==> src/rtl/dropout_pkg.sv <==
// Shared constants, FSM state type and LFSR step function for the dropout mask generator.
// Latency: n/a (package only).
// Backpressure: n/a.
package dropout_pkg;

    localparam int              LFSR_W       = 16;
    localparam logic [LFSR_W-1:0] LFSR_TAPS    = 16'hB400;
    localparam logic [LFSR_W-1:0] DEFAULT_SEED = 16'hACE1;

    typedef enum logic [1:0] {
        IDLE = 2'd0,
        FILL = 2'd1,
        HOLD = 2'd2
    } state_t;

    // Right-shifting Galois step: feedback is the bit shifted out.
    function automatic logic [LFSR_W-1:0] lfsr_step(input logic [LFSR_W-1:0] s);
        return (s >> 1) ^ (s[0] ? LFSR_TAPS : '0);
    endfunction

endpackage

==> src/rtl/dropout_lfsr16.sv <==
// 16-bit Galois LFSR with seed load; a zero seed falls back to SEED so the register never locks up.
// Latency: state updates one cycle after load/advance.
// Backpressure: none; advances only when told to.
module dropout_lfsr16
    import dropout_pkg::*;
#(
    parameter logic [LFSR_W-1:0] SEED = DEFAULT_SEED
) (
    input  logic              clk,
    input  logic              reset,
    input  logic              load,
    input  logic [LFSR_W-1:0] load_val,
    input  logic              advance,
    output logic [LFSR_W-1:0] state
);

    always_ff @(posedge clk) begin
        if (reset) begin
            state <= SEED;
        end else if (load) begin
            state <= (load_val == '0) ? SEED : load_val;
        end else if (advance) begin
            state <= lfsr_step(state);
        end
    end

endmodule

==> src/rtl/dropout_mask_gen.sv <==
// Dropout keep/drop mask generator: N LFSR-derived bits per mask; DROPOUT_MASK_STATS_EN adds drop_count.
// Latency: N+1 cycles from enable to first mask_valid; one mask per N+1 cycles when unstalled.
// Backpressure: mask and LFSR hold in HOLD until mask_valid && mask_ready.
module dropout_mask_gen
    import dropout_pkg::*;
#(
    parameter int          N    = 8,
    parameter logic [15:0] SEED = DEFAULT_SEED
) (
    input  logic         clk,
    input  logic         reset,
    input  logic         enable,
    input  logic [7:0]   rate,
    input  logic         seed_load,
    input  logic [15:0]  seed_in,
    output logic [N-1:0] mask,
    output logic         mask_valid,
    input  logic         mask_ready
`ifdef DROPOUT_MASK_STATS_EN
    ,
    output logic [15:0]  drop_count
`endif
);

    localparam int CW = $clog2(N + 1);

    state_t         state, state_nxt;
    logic [CW-1:0]  bit_cnt;
    logic [N-1:0]   mask_q;
    logic [N:0]     mask_shift;
    logic [15:0]    lfsr;
    logic           fill_en;
    logic           xfer;
    logic           last_bit;
    logic           new_bit;

    assign fill_en    = (state == FILL) && enable;
    assign xfer       = (state == HOLD) && mask_ready;
    assign last_bit   = (bit_cnt == CW'(N - 1));
    assign new_bit    = (lfsr[7:0] >= rate);
    assign mask_shift = {new_bit, mask_q};

    dropout_lfsr16 #(
        .SEED (SEED)
    ) u_lfsr (
        .clk      (clk),
        .reset    (reset),
        .load     (seed_load),
        .load_val (seed_in),
        .advance  (fill_en && !seed_load),
        .state    (lfsr)
    );

    always_comb begin
        state_nxt = state;
        case (state)
            IDLE:    if (enable) state_nxt = FILL;
            FILL:    if (enable && last_bit) state_nxt = HOLD;
            HOLD:    if (mask_ready) state_nxt = enable ? FILL : IDLE;
            default: state_nxt = IDLE;
        endcase
        if (seed_load) begin
            state_nxt = enable ? FILL : IDLE;
        end
    end

    always_ff @(posedge clk) begin
        if (reset) begin
            state   <= IDLE;
            bit_cnt <= '0;
            mask_q  <= '0;
        end else begin
            state <= state_nxt;
            if (seed_load) begin
                bit_cnt <= '0;
                mask_q  <= '0;
            end else if (fill_en) begin
                // New bit enters at the MSB so the first generated bit lands in bit 0.
                mask_q  <= mask_shift[N:1];
                bit_cnt <= last_bit ? '0 : bit_cnt + CW'(1);
            end
        end
    end

    assign mask       = mask_q;
    assign mask_valid = (state == HOLD);

`ifdef DROPOUT_MASK_STATS_EN
    logic [15:0]   drop_cnt_q;
    logic [CW-1:0] zero_bits;
    logic [16:0]   drop_sum;

    always_comb begin
        zero_bits = '0;
        for (int i = 0; i < N; i++) begin
            zero_bits = zero_bits + CW'(~mask_q[i]);
        end
        drop_sum = {1'b0, drop_cnt_q} + 17'(zero_bits);
    end

    always_ff @(posedge clk) begin
        if (reset) begin
            drop_cnt_q <= '0;
        end else if (xfer && !seed_load) begin
            drop_cnt_q <= drop_sum[16] ? 16'hFFFF : drop_sum[15:0];
        end
    end

    assign drop_count = drop_cnt_q;
`endif

endmodule

==> config.mk <==
export PLATFORM = sky130hd
export DESIGN_NAME = dropout_mask_gen
export DESIGN_NICKNAME = d
export VERILOG_FILES = /design/src/rtl/dropout_pkg.sv /design/src/rtl/dropout_lfsr16.sv /design/src/rtl/dropout_mask_gen.sv
export SDC_FILE = /design/constraint.sdc
export NUM_CORES = 1
export LEC_CHECK = 0
export BUFFER_PORTS_ARGS = -buffer_cell sky130_fd_sc_hd__buf_2
export CORE_MARGIN = 2
export CORE_UTILIZATION = 40
export CTS_CLUSTER_DIAMETER = 30
export DETAILED_ROUTE_END_ITERATION = 16
export PLACE_DENSITY = 0.74
export SYNTH_ARGS = -nofsm -noshare
export SYNTH_HDL_FRONTEND = slang
export SYNTH_SLANG_ARGS = --single-unit
==> constraint.sdc <==
create_clock -name clk -period 1.9 [get_ports clk]
set_input_delay 0.19 -clock clk [delete_from_list [all_inputs] [get_ports clk]]
set_output_delay 0.19 -clock clk [all_outputs]
set_load 0.05 [all_outputs]
* Yosys cells after proc, flatten, opt, wreduce, memory -nomap -nowiden
Cells that the tools add are included.
Word-level totals: register bits 30, input port bits 29, output and inout bits 9, logic and storage cells 33
Cells by class: add/sub/neg operators 1, $lt $le $gt $ge 1, equal/unequal tests 6, mux-type cells 11, bitwise operators 1, reduce and logical (&&, ||, !) cells 9
Operators by type and width (count):
- 2-to-1 mux 16 bit | 4
- zero test 16 bit | 1
- XOR 15 x 16 -> 16 bit | 1
- greater-or-equal comparator 8 bit | 1
- 2-to-1 mux 2 bit | 4
- != test 3 x 2 -> 1 bit, second input constant | 2
- case mux 2 bit (3 select lines) | 1
- adder 4 x 1 -> 4 bit, second input constant | 1
- equality test 4 x 3 -> 1 bit, second input constant | 1
- 2-to-1 mux 4 bit | 1
- logical AND 1 bit | 3
- != test 3 bit, second input constant | 1
- AND reduction 3 bit | 1
- equality test 2 x 1 -> 1 bit, second input constant | 1
- equality test 2 bit, second input constant | 1
- zero test 2 bit | 1
- nonzero test 2 bit | 1
- OR reduction 2 bit | 1
- zero test 1 bit | 1
- 2-to-1 mux 1 bit | 1

* Depth between registers and ports, before layout
depth in word-level cells 5, mapped depth 6, gate-level depth less buffers 6

* By module
From an unflattened synthesis, not the netlist that was laid out.
Unflattened totals: cells, all modules 184, area, all modules 1639.1 um2
Modules (own cells, without submodules):
- dropout_lfsr16 | times used 1, cells each 88, area an instance 875.8 um2, sequential area each 320.3 um2
- dropout_mask_gen | times used 1, cells each 96, area an instance 763.2 um2, sequential area each 280.3 um2

* Worst setup path after synthesis
OpenSTA, ideal clock, no wires.
path kind register to register, start point register u_lfsr.state[0], end point register mask_q[7], in the netlist mask[7], setup time 129 ps, data arrival time 1392 ps, data required time 1771 ps, path slack 379 ps, stages on the path, launching flop included 7, path buffers 0, clock period less this slack 1521 ps, cells stage by stage dfxtp_1 > inv_1 > ha_1 > nand2b_1 > a2111oi_0 > or4_1 > o21ai_0
Between the ends: longest elaborated chain between the ends 1
Ends and longest elaborated chain:
- from (decl) | line dropout_lfsr16.sv:14 | output logic [LFSR_W-1:0] state
- from (signal assigned) | line dropout_lfsr16.sv:21 | state <= (load_val == '0) ? SEED : load_val;
- from (signal assigned) | line dropout_lfsr16.sv:23 | state <= lfsr_step(state);
- greater-or-equal comparator 8 bit | line dropout_mask_gen.sv:40 | assign new_bit = (lfsr[7:0] >= rate);
- to (signal assigned) | line dropout_mask_gen.sv:79 | mask_q <= mask_shift[N:1];
- to (decl) | line dropout_mask_gen.sv:29 | logic [N-1:0] mask_q;
Every way passes these cells. A chain may end at the register's enable or synchronous reset.

* Worst setup path in the final report
Ends and elaborated chain as after synthesis.

==> results.json <==
{
  "synth_fp_nets": 215,
  "avgSynthCellArea_um2": 8.33,
  "synthToLayoutAreaGrowth_pct": 22.1,
  "port_buffers": 37,
  "drive_above_1_share": 0.229,
  "post_cts_buffers": 0,
  "placed_cells": 258,
  "holdBufCountCts": 0,
  "total_power_mw": 1.37,
  "cp_data_arrival_time_ns": 1.81,
  "peakVddDrop_mv": 0.413,
  "layout_commonest_cell": "buf_2",
  "endpoint_kind": "flop",
  "grt_pass1_vias": 1266,
  "clock_path_buffers": 2,
  "fin_cells": 266,
  "cp.required_ns": 2.06,
  "drtPass1Iterations": 4,
  "grt.total_usage": 0.175,
  "hold_violations": 0,
  "cts_resized": 0,
  "tns_ns": 0,
  "antenna_found_initial": 0,
  "dieArea_um2": 4190,
  "nets": 255,
  "num_rows": 22,
  "finalMaxSlewViolations": 0,
  "rsz0062_at_grt": "no",
  "tightest_slew_ns": 0.419,
  "status": "completed",
  "yosys_register_bits": 30,
  "layout_common_cells": "buf_2, nand2_1, dfxtp_1",
  "overflow": 0,
  "max-cap-violations": 0,
  "io_pins": 38,
  "fp.dieW_um": 64.7,
  "cp_max_fo": 4,
  "worstSetupPathType": "reg -> reg",
  "start_kind": "flop",
  "grt_max_degree": 16,
  "coreArea_um2": 3610,
  "clock_sinks": 30,
  "syn_inst": 177,
  "start_util": 0.409,
  "cts_tree": "done",
  "setup_violations": 0,
  "synth_seq_area_share": 0.407,
  "drcViolationCount": 0,
  "vias": 1392,
  "fin_crit_ns": 1.66,
  "via_per_inst": 5.23,
  "whs_ns": 0.174,
  "fin_worst_skew_ns": 0.00236,
  "fin_area_um2": 1800,
  "max_freq_mhz": 604,
  "diodes": 0,
  "slew-limit-headroom": 0.720,
  "cts-htree-levels": 2,
  "drt_iter0_drc": 48,
  "p_per_area_nw_per_um2": 760,
  "clkTransAtPathRegs_ns": 0.06,
  "wire_per_inst_um": 12.2,
  "grt_first_pass_wirelength_mm": 5.70,
  "ys_warn_count": 0,
  "gp_congestion": 0.775,
  "drt_wl_total_mm": 3.24,
  "clock_latency_ns": 0.28,
  "die_h_um": 64.7,
  "hpwl_mm": 2.48,
  "fin_crit_sh": 0.872,
  "synth.distinct_cells": 31,
  "placed_area_um2": 1710,
  "numCtsBuffers": 5,
  "hp-class": "in -> reg",
  "netlist_area_um2": 1480,
  "static-leakage-power_nw": 0.778,
  "cts_root_buf": "clkbuf_8",
  "antenna_left": 0
}
-- final cells by class --
cell class / instances / area (µm²)
Fill cell: 368 / 1810
Multi-Input combinational cell: 129 / 796
Sequential cell: 30 / 601
Timing Repair Buffer: 41 / 215
Clock buffer: 7 / 86.3
Tap cell: 48 / 60.1
Inverter: 10 / 37.5
Clock inverter: 1 / 5.00
-- cell usage after synthesis --
master / count / share of area
a2111oi_0: 2 / 0.012
a21oi_1: 14 / 0.047
a22oi_1: 1 / 0.0051
a2bb2oi_1: 8 / 0.047
a311oi_1: 7 / 0.042
and3_1: 1 / 0.0042
and3b_1: 2 / 0.012
buf_2: 3 / 0.010
buf_4: 2 / 0.010
clkbuf_1: 3 / 0.0076
dfxtp_1: 30 / 0.41
ha_1: 9 / 0.076
inv_1: 10 / 0.025
mux2i_1: 4 / 0.027
nand2_1: 36 / 0.092
nand2b_1: 1 / 0.0042
nand3_1: 2 / 0.0068
nand3b_1: 2 / 0.010
nand4_1: 1 / 0.0042
nor2_1: 12 / 0.031
nor2_4: 1 / 0.0076
nor2b_1: 2 / 0.0085
nor3_1: 3 / 0.010
nor4_1: 4 / 0.017
o2111ai_1: 1 / 0.0059
o21ai_0: 8 / 0.027
o22ai_1: 1 / 0.0042
or2_2: 1 / 0.0042
or4_1: 2 / 0.010
xnor2_1: 3 / 0.018
xor2_1: 1 / 0.0059
-- routing by layer --
layer,share of wire,global-route usage,up-vias
met2,0.47,0.278,27
li1,-,-,708
met1,0.46,0.225,652
met3,0.056,0.0538,5
met4,0.014,0.0559,0
met5,0,0,-
-- sequential cells by signal, summed over array words and instances (netlist names) --
signal,flops
u_lfsr.state,16
mask,8
bit_cnt,4
state,2
-- metrics by stage --
step / setup WS, ns / utilization
floorplan: 0.379 / -
global placement: 0.308 / 0.474
detailed placement: 0.255 / 0.474
CTS: 0.226 / 0.499
global route: 0.0564 / 0.499
finish: 0.244 / 0.499
-- path summary, 6_finish.rpt --
check | to | cells past startpoint | slack (ns) | startpoint
max | mask[7] | 6 | 0.24 | u_lfsr.state[0]
min | u_lfsr.state[13] | 2 | 0.17 | seed_in[13]
max reg2reg | mask[7] | 6 | 0.24 | u_lfsr.state[0]
min reg2reg | mask[0] | 2 | 0.46 | mask[0]
-- power by group --
| group | leakage (nW) | internal [mW] | switching [mW] |
|---|---|---|---|
| Combinational | 0.484 | 0.0812 | 0.0914 |
| Clock | 0.0482 | 0.291 | 0.226 |
| Sequential | 0.246 | 0.657 | 0.0219 |
| Total | 0.778 | 1.03 | 0.340 |
-- kinds of logic (layout without fill, tap and decap cells) --
kind of cell / count (synthesis) / after routing / share of synthesized area
DFF: 30 / 30 / 0.407
and+or+nand+nor: 70 / 70 / 0.221
AOI/OAI and AO/OA: 42 / 42 / 0.191
adders and majority gates: 9 / 9 / 0.0763
xor gates and xnor gates: 4 / 4 / 0.0238
muxes: 4 / 4 / 0.0271
buffers and inverters: 18 / 59 / 0.0534
-- worst max-delay path, stage by stage (launching register included) --
cell	delay (ns)
dfxtp_1	0.42
inv_1	0.12
ha_1	0.27
nand2b_1	0.14
a2111oi_0	0.36
or4_1	0.16
o21ai_0	0.06
No activity file was read; power rests on OpenSTA's default activity.
